$ cat config.mk
export PLATFORM = sky130hd
export DESIGN_NAME = ff_input_cond
export DESIGN_NICKNAME = d
export VERILOG_FILES = /design/src/rtl/ff_input_cond.sv
export SDC_FILE = /design/constraint.sdc
export NUM_CORES = 1
export LEC_CHECK = 0
export ABC_AREA = 1
export CAP_MARGIN = 30
export CORE_MARGIN = 8
export CORE_UTILIZATION = 60
export CTS_BUF_LIST = sky130_fd_sc_hd__clkbuf_8
export DETAILED_ROUTE_END_ITERATION = 10
export MAX_ROUTING_LAYER = met4
export PLACE_DENSITY = 0.8
export SYNTH_ARGS = -nofsm -noshare
export SYNTH_HDL_FRONTEND = slang
export SYNTH_SLANG_ARGS = --single-unit
$ cat constraint.sdc
create_clock -name clk12m -period 1.6 [get_ports clk12m]
set_input_delay 0.24 -clock clk12m [delete_from_list [all_inputs] [get_ports clk12m]]
set_output_delay 0.24 -clock clk12m [all_outputs]
set_load 0.01 [all_outputs]
$ cat src/rtl/ff_input_cond.sv
// Cabinet switch conditioner: 2-flop sync, polarity mask, per-channel debounce,
// and fixed-width rate-limited pulses on coin channels; level + edge strobes elsewhere.
module ff_input_cond #(
    parameter int             NCH        = 10,
    parameter int             CNT_W      = 16,
    parameter int             DEBOUNCE   = 12000,
    parameter logic [NCH-1:0] INVERT     = '0,
    parameter logic [NCH-1:0] COIN_MASK  = '0,
    parameter int             COIN_PULSE = 6000,
    parameter int             COIN_GAP   = 12000,
    parameter int             PW_W       = 16
) (
    input  logic           clk12m,
    input  logic           reset,
    input  logic [NCH-1:0] sw_in,
    output logic [NCH-1:0] sw_out,
    output logic [NCH-1:0] rise,
    output logic [NCH-1:0] fall,
    output logic [NCH-1:0] coin_drop
);

    typedef enum logic [1:0] {
        C_IDLE  = 2'd0,
        C_PULSE = 2'd1,
        C_GAP   = 2'd2
    } coin_state_e;

    localparam logic [CNT_W-1:0] DB_LAST    = CNT_W'(DEBOUNCE - 1);
    localparam logic [PW_W-1:0]  PULSE_LAST = PW_W'(COIN_PULSE - 1);
    localparam logic [PW_W-1:0]  GAP_LAST   = PW_W'((COIN_GAP > 0) ? (COIN_GAP - 1) : 0);
    localparam bit               HAS_GAP    = (COIN_GAP > 0);

    logic [NCH-1:0]   sync1_q;
    logic [NCH-1:0]   sync2_q;
    logic [NCH-1:0]   stable_q;
    logic [NCH-1:0]   stable_d;
    logic [NCH-1:0]   rise_q;
    logic [NCH-1:0]   rise_d;
    logic [NCH-1:0]   fall_q;
    logic [NCH-1:0]   fall_d;
    logic [CNT_W-1:0] cnt_q [NCH];
    logic [CNT_W-1:0] cnt_d [NCH];

    // Counter only advances while sync2 disagrees with the accepted state, so
    // any reversion before the terminal count discards the candidate change.
    always_comb begin
        stable_d = stable_q;
        rise_d   = '0;
        fall_d   = '0;
        for (int i = 0; i < NCH; i++) begin
            cnt_d[i] = cnt_q[i];
            if (sync2_q[i] == stable_q[i]) begin
                cnt_d[i] = '0;
            end else if (cnt_q[i] == DB_LAST) begin
                cnt_d[i]    = '0;
                stable_d[i] = sync2_q[i];
                rise_d[i]   = sync2_q[i];
                fall_d[i]   = ~sync2_q[i];
            end else begin
                cnt_d[i] = cnt_q[i] + CNT_W'(1);
            end
        end
    end

    always_ff @(posedge clk12m) begin
        if (reset) begin
            sync1_q  <= '0;
            sync2_q  <= '0;
            stable_q <= '0;
            rise_q   <= '0;
            fall_q   <= '0;
            for (int i = 0; i < NCH; i++) begin
                cnt_q[i] <= '0;
            end
        end else begin
            sync1_q  <= sw_in ^ INVERT;
            sync2_q  <= sync1_q;
            stable_q <= stable_d;
            rise_q   <= rise_d;
            fall_q   <= fall_d;
            for (int i = 0; i < NCH; i++) begin
                cnt_q[i] <= cnt_d[i];
            end
        end
    end

    assign rise = rise_q;
    assign fall = fall_q;

    for (genvar g = 0; g < NCH; g++) begin : g_ch
        if (COIN_MASK[g]) begin : g_coin
            coin_state_e     state_q;
            coin_state_e     state_d;
            logic [PW_W-1:0] pc_q;
            logic [PW_W-1:0] pc_d;

            always_ff @(posedge clk12m) begin
                if (reset) begin
                    state_q <= C_IDLE;
                    pc_q    <= '0;
                end else begin
                    state_q <= state_d;
                    pc_q    <= pc_d;
                end
            end

            // The switch level is ignored here; only a debounced rise starts a pulse.
            always_comb begin
                state_d = state_q;
                pc_d    = pc_q;
                case (state_q)
                    C_IDLE: begin
                        if (rise_q[g]) begin
                            state_d = C_PULSE;
                            pc_d    = '0;
                        end
                    end
                    C_PULSE: begin
                        if (pc_q == PULSE_LAST) begin
                            pc_d    = '0;
                            state_d = HAS_GAP ? C_GAP : C_IDLE;
                        end else begin
                            pc_d = pc_q + PW_W'(1);
                        end
                    end
                    C_GAP: begin
                        if (pc_q == GAP_LAST) begin
                            pc_d    = '0;
                            state_d = C_IDLE;
                        end else begin
                            pc_d = pc_q + PW_W'(1);
                        end
                    end
                    default: begin
                        state_d = C_IDLE;
                        pc_d    = '0;
                    end
                endcase
            end

            assign sw_out[g]    = (state_q == C_PULSE);
            assign coin_drop[g] = rise_q[g] & (state_q != C_IDLE);
        end else begin : g_level
            assign sw_out[g]    = stable_q[g];
            assign coin_drop[g] = 1'b0;
        end
    end

endmodule

==> run summary, run 1 <==
Die area -> 21,100 sq um
CP max-delay cell -> dfxtp_2
Gr usage total -> 18.6%
CP Max Fanout -> 15
Via density -> 4.94
Largest area contributor in the netlist -> dfxtp_1
Setup_tns -> 0 ps
Io pins -> 52
Setup crit end kind -> register
Top-area cell type share of the netlist area -> 42.0%
CP required -> 2010 ps
Distinct cells, synth -> 35
CTS tree -> yes
CP startpoint kind -> register
Synth warn -> 0
Clock latency on the worst-skew pair -> 520 ps
Final Cycle Share -> 91.3%
Starting density of the core -> 60.8%
Slew Limit Fails -> 0
Total Nets Final -> 1,528
Area Growth Syn to Fin -> 15.6%
Setup Viol. Count Final -> 0
Estimated wirelength of the detail-placed design -> 14,000 um
Post-Route Skew -> 24.5 ps
Outcome -> completed
Final hold violations -> 0
Cell Area, Synth -> 10,000 sq um
WP data arrival -> 1870 ps
Rows -> 47
Wirelength per Cell -> 11.2 um
Initial antenna violation count -> 0
N_diodes -> 0
Drt first pass iters -> 5
DIE WIDTH -> 145 um
Worst path most repeated cell -> nand2_2
Leakage dissipation -> 4.20 nW
Seq cells post-synth -> 210
# port buffers -> 41
Largest delay share family, worst path -> simple AND/OR/NAND/NOR gates
Max VDD drop -> 0.731 mV
DR vias -> 8,655
Final hold slack -> 236 ps
Post-Syn Instances -> 1,420
Type of the worst setup path -> register to register
Vias in the first global route -> 7,967
Fraction of layout cells with a size suffix above 1 -> 11.7%
Clk root buf -> clkbuf_8
Routability cong. -> 0.868
Total power -> 0.0110 W
Post-CTS Hold Fix Bufs -> 0
Synth area leaders -> dfxtp_1, nand2_1, nor2_1
Initial DRC count -> 377
Final Critical Period -> 1460 ps
Post-CTS setup buffers -> 0
Max frequency -> 685 MHz
DRC -> 0
CTS clock-pin slew for the worst setup and hold paths -> 60 ps
Seq/Total Area, Yosys -> 42.0%
Antenna-violating nets left -> 0
Bufs on Longest Clock Path -> 3
Total of max-cap violations -> 0
Core ar. -> 16,500 sq um
Final wirelength -> 19,700 um
DIE HEIGHT -> 145 um
Htree depth -> 2
CP Cell Sequence -> ha_2 > nand2_2 > nor2_4 > inv_2 > nor2_2 > nand2_1 > nand2_2 > buf_12 > a21oi_1
GR Overflow Total -> 0
Sink Count -> 210
RSZ-0062 raised after global routing -> false
Syn avg cell area -> 7.05 sq um
CTS buffer count -> 37
CP max stage delay -> 350 ps
CP bufs+invs -> 2
PD cells -> 953 nW/um^2
First-pass GRT wire length -> 33,800 um
Largest net degree at the start of global routing -> 17
Worst Hold Class -> input pin to register
cell usage in the layout (no fill, tap or decap), drive strengths merged, types with 12 or more instances in the layout:
cell type / n
nand2: 340
o21ai: 12
xor2: 41
dlygate4sd2: 28
dfxtp: 210
clkbuf: 49
nand4: 46
inv: 182
a21oi: 59
buf: 20
nor2: 341
xnor2: 27
nand3: 98
metal layers:
layer / part of all wire (%) / global-route usage, % / vias to the layer above
li1: - / - / 4587
met1: 46 / 21.4 / 3906
met2: 48 / 31.6 / 127
met3: 4.2 / 4.14 / 35
met4: 1.9 / 6.51 / 0
met5: 0 / - / -
path summary, 6_finish.rpt:
path                             end              startpoint  slack [ps]  cells after the start
min            sync1_q[0]$_SDFF_PP0_                sw_in[0]         240                      3
max reg2reg  cnt_q[0][15]$_SDFF_PP0_  cnt_q[0][0]$_SDFF_PP0_         140                      9
min reg2reg    sync2_q[4]$_SDFF_PP0_   sync1_q[4]$_SDFF_PP0_         400                      2
max          cnt_q[0][15]$_SDFF_PP0_  cnt_q[0][0]$_SDFF_PP0_         140                      9
per-stage QoR:
step / setup WS, ps / instances / utilization [%] / area (sq um)
after global routing: 2.14 / 1753 / 70.3 / 11600
after CTS: 0.709 / 1752 / 69.9 / 11500
after global placement: -54.4 / 1686 / 64.9 / 10700
final: 140 / 1753 / 70.3 / 11600
after floorplan: 245 / 1429 / - / 10000
after detailed placement: -126 / 1686 / 64.9 / 10700
Yosys cell counts:
master	count
buf_6	9
or2_2	5
o21ai_0	6
buf_4	10
a21oi_1	52
nand2_2	16
nand3b_1	3
nand3_1	93
dfxtp_1	210
nor3_1	11
and3_1	1
nand4_1	46
xor2_1	41
buf_12	1
xnor2_1	27
buf_8	1
nor2b_1	2
nor2_1	294
clkbuf_1	3
nor3b_1	5
o21a_1	1
nand3_2	4
o21ai_1	6
conb_1	1
inv_1	168
inv_2	9
o21a_2	1
o21bai_1	6
ha_1	10
nor2_2	39
nor2_4	8
nand3_4	1
a21oi_2	7
nand2_1	319
nand2_4	4
sequential cells by signal (all words and copies together), names as in the netlist:
register  flops
cnt_q       160
fall         10
rise         10
sw_out       10
sync1_q      10
sync2_q      10
power by group:
part           switching (W)  total (W)  internal [W]  leakage, nW
clock network        0.00216    0.00555       0.00339        0.459
registers          0.0000190    0.00528       0.00526         1.70
logic               0.000121   0.000206     0.0000851         2.04
total                0.00230     0.0110       0.00874         4.20
area by class of cell:
type	instances	area, sq um
Clock inverter	17	184
Fill cell	1430	4890
Tap cell	220	275
Multi-Input combinational cell	1019	5020
Timing Repair Buffer	61	556
Inverter	177	664
Sequential cell	210	4210
Clock buffer	49	674
worst register-to-register path, cell delays in order (launching register included):
cell and delay [ps]:
dfxtp_2 350, ha_2 200, nand2_2 80, nor2_4 120, inv_2 70, nor2_2 130
nand2_1 90, nand2_2 80, buf_12 160, a21oi_1 60
logic make-up after synthesis:
group                      synth area share, %
DFF                                       42.0
other                                   0.0374
buffers and inverters                     8.86
and+or+nand+nor                           37.5
AOI/OAI and AO/OA                         4.42
xor gates and xnor gates                  5.95
adders and majority gates                 1.25
timing repair:
| item | CTS | global route |
|---|---|---|
| gates resized for setup | 28 | 14 |
| setup endpoints to repair | 28 | 99 |
| pin swaps | 0 | 1 |
| gates cloned | 0 | 1 |
Power figures use the tool's default switching activity.
==> inputs of run 2 (changes only) <==
- HOLD_SLACK_MARGIN: default -> 0.15
==> results of run 2 <==
The final DEF is identical to that of run 1; final timing and power are the same.
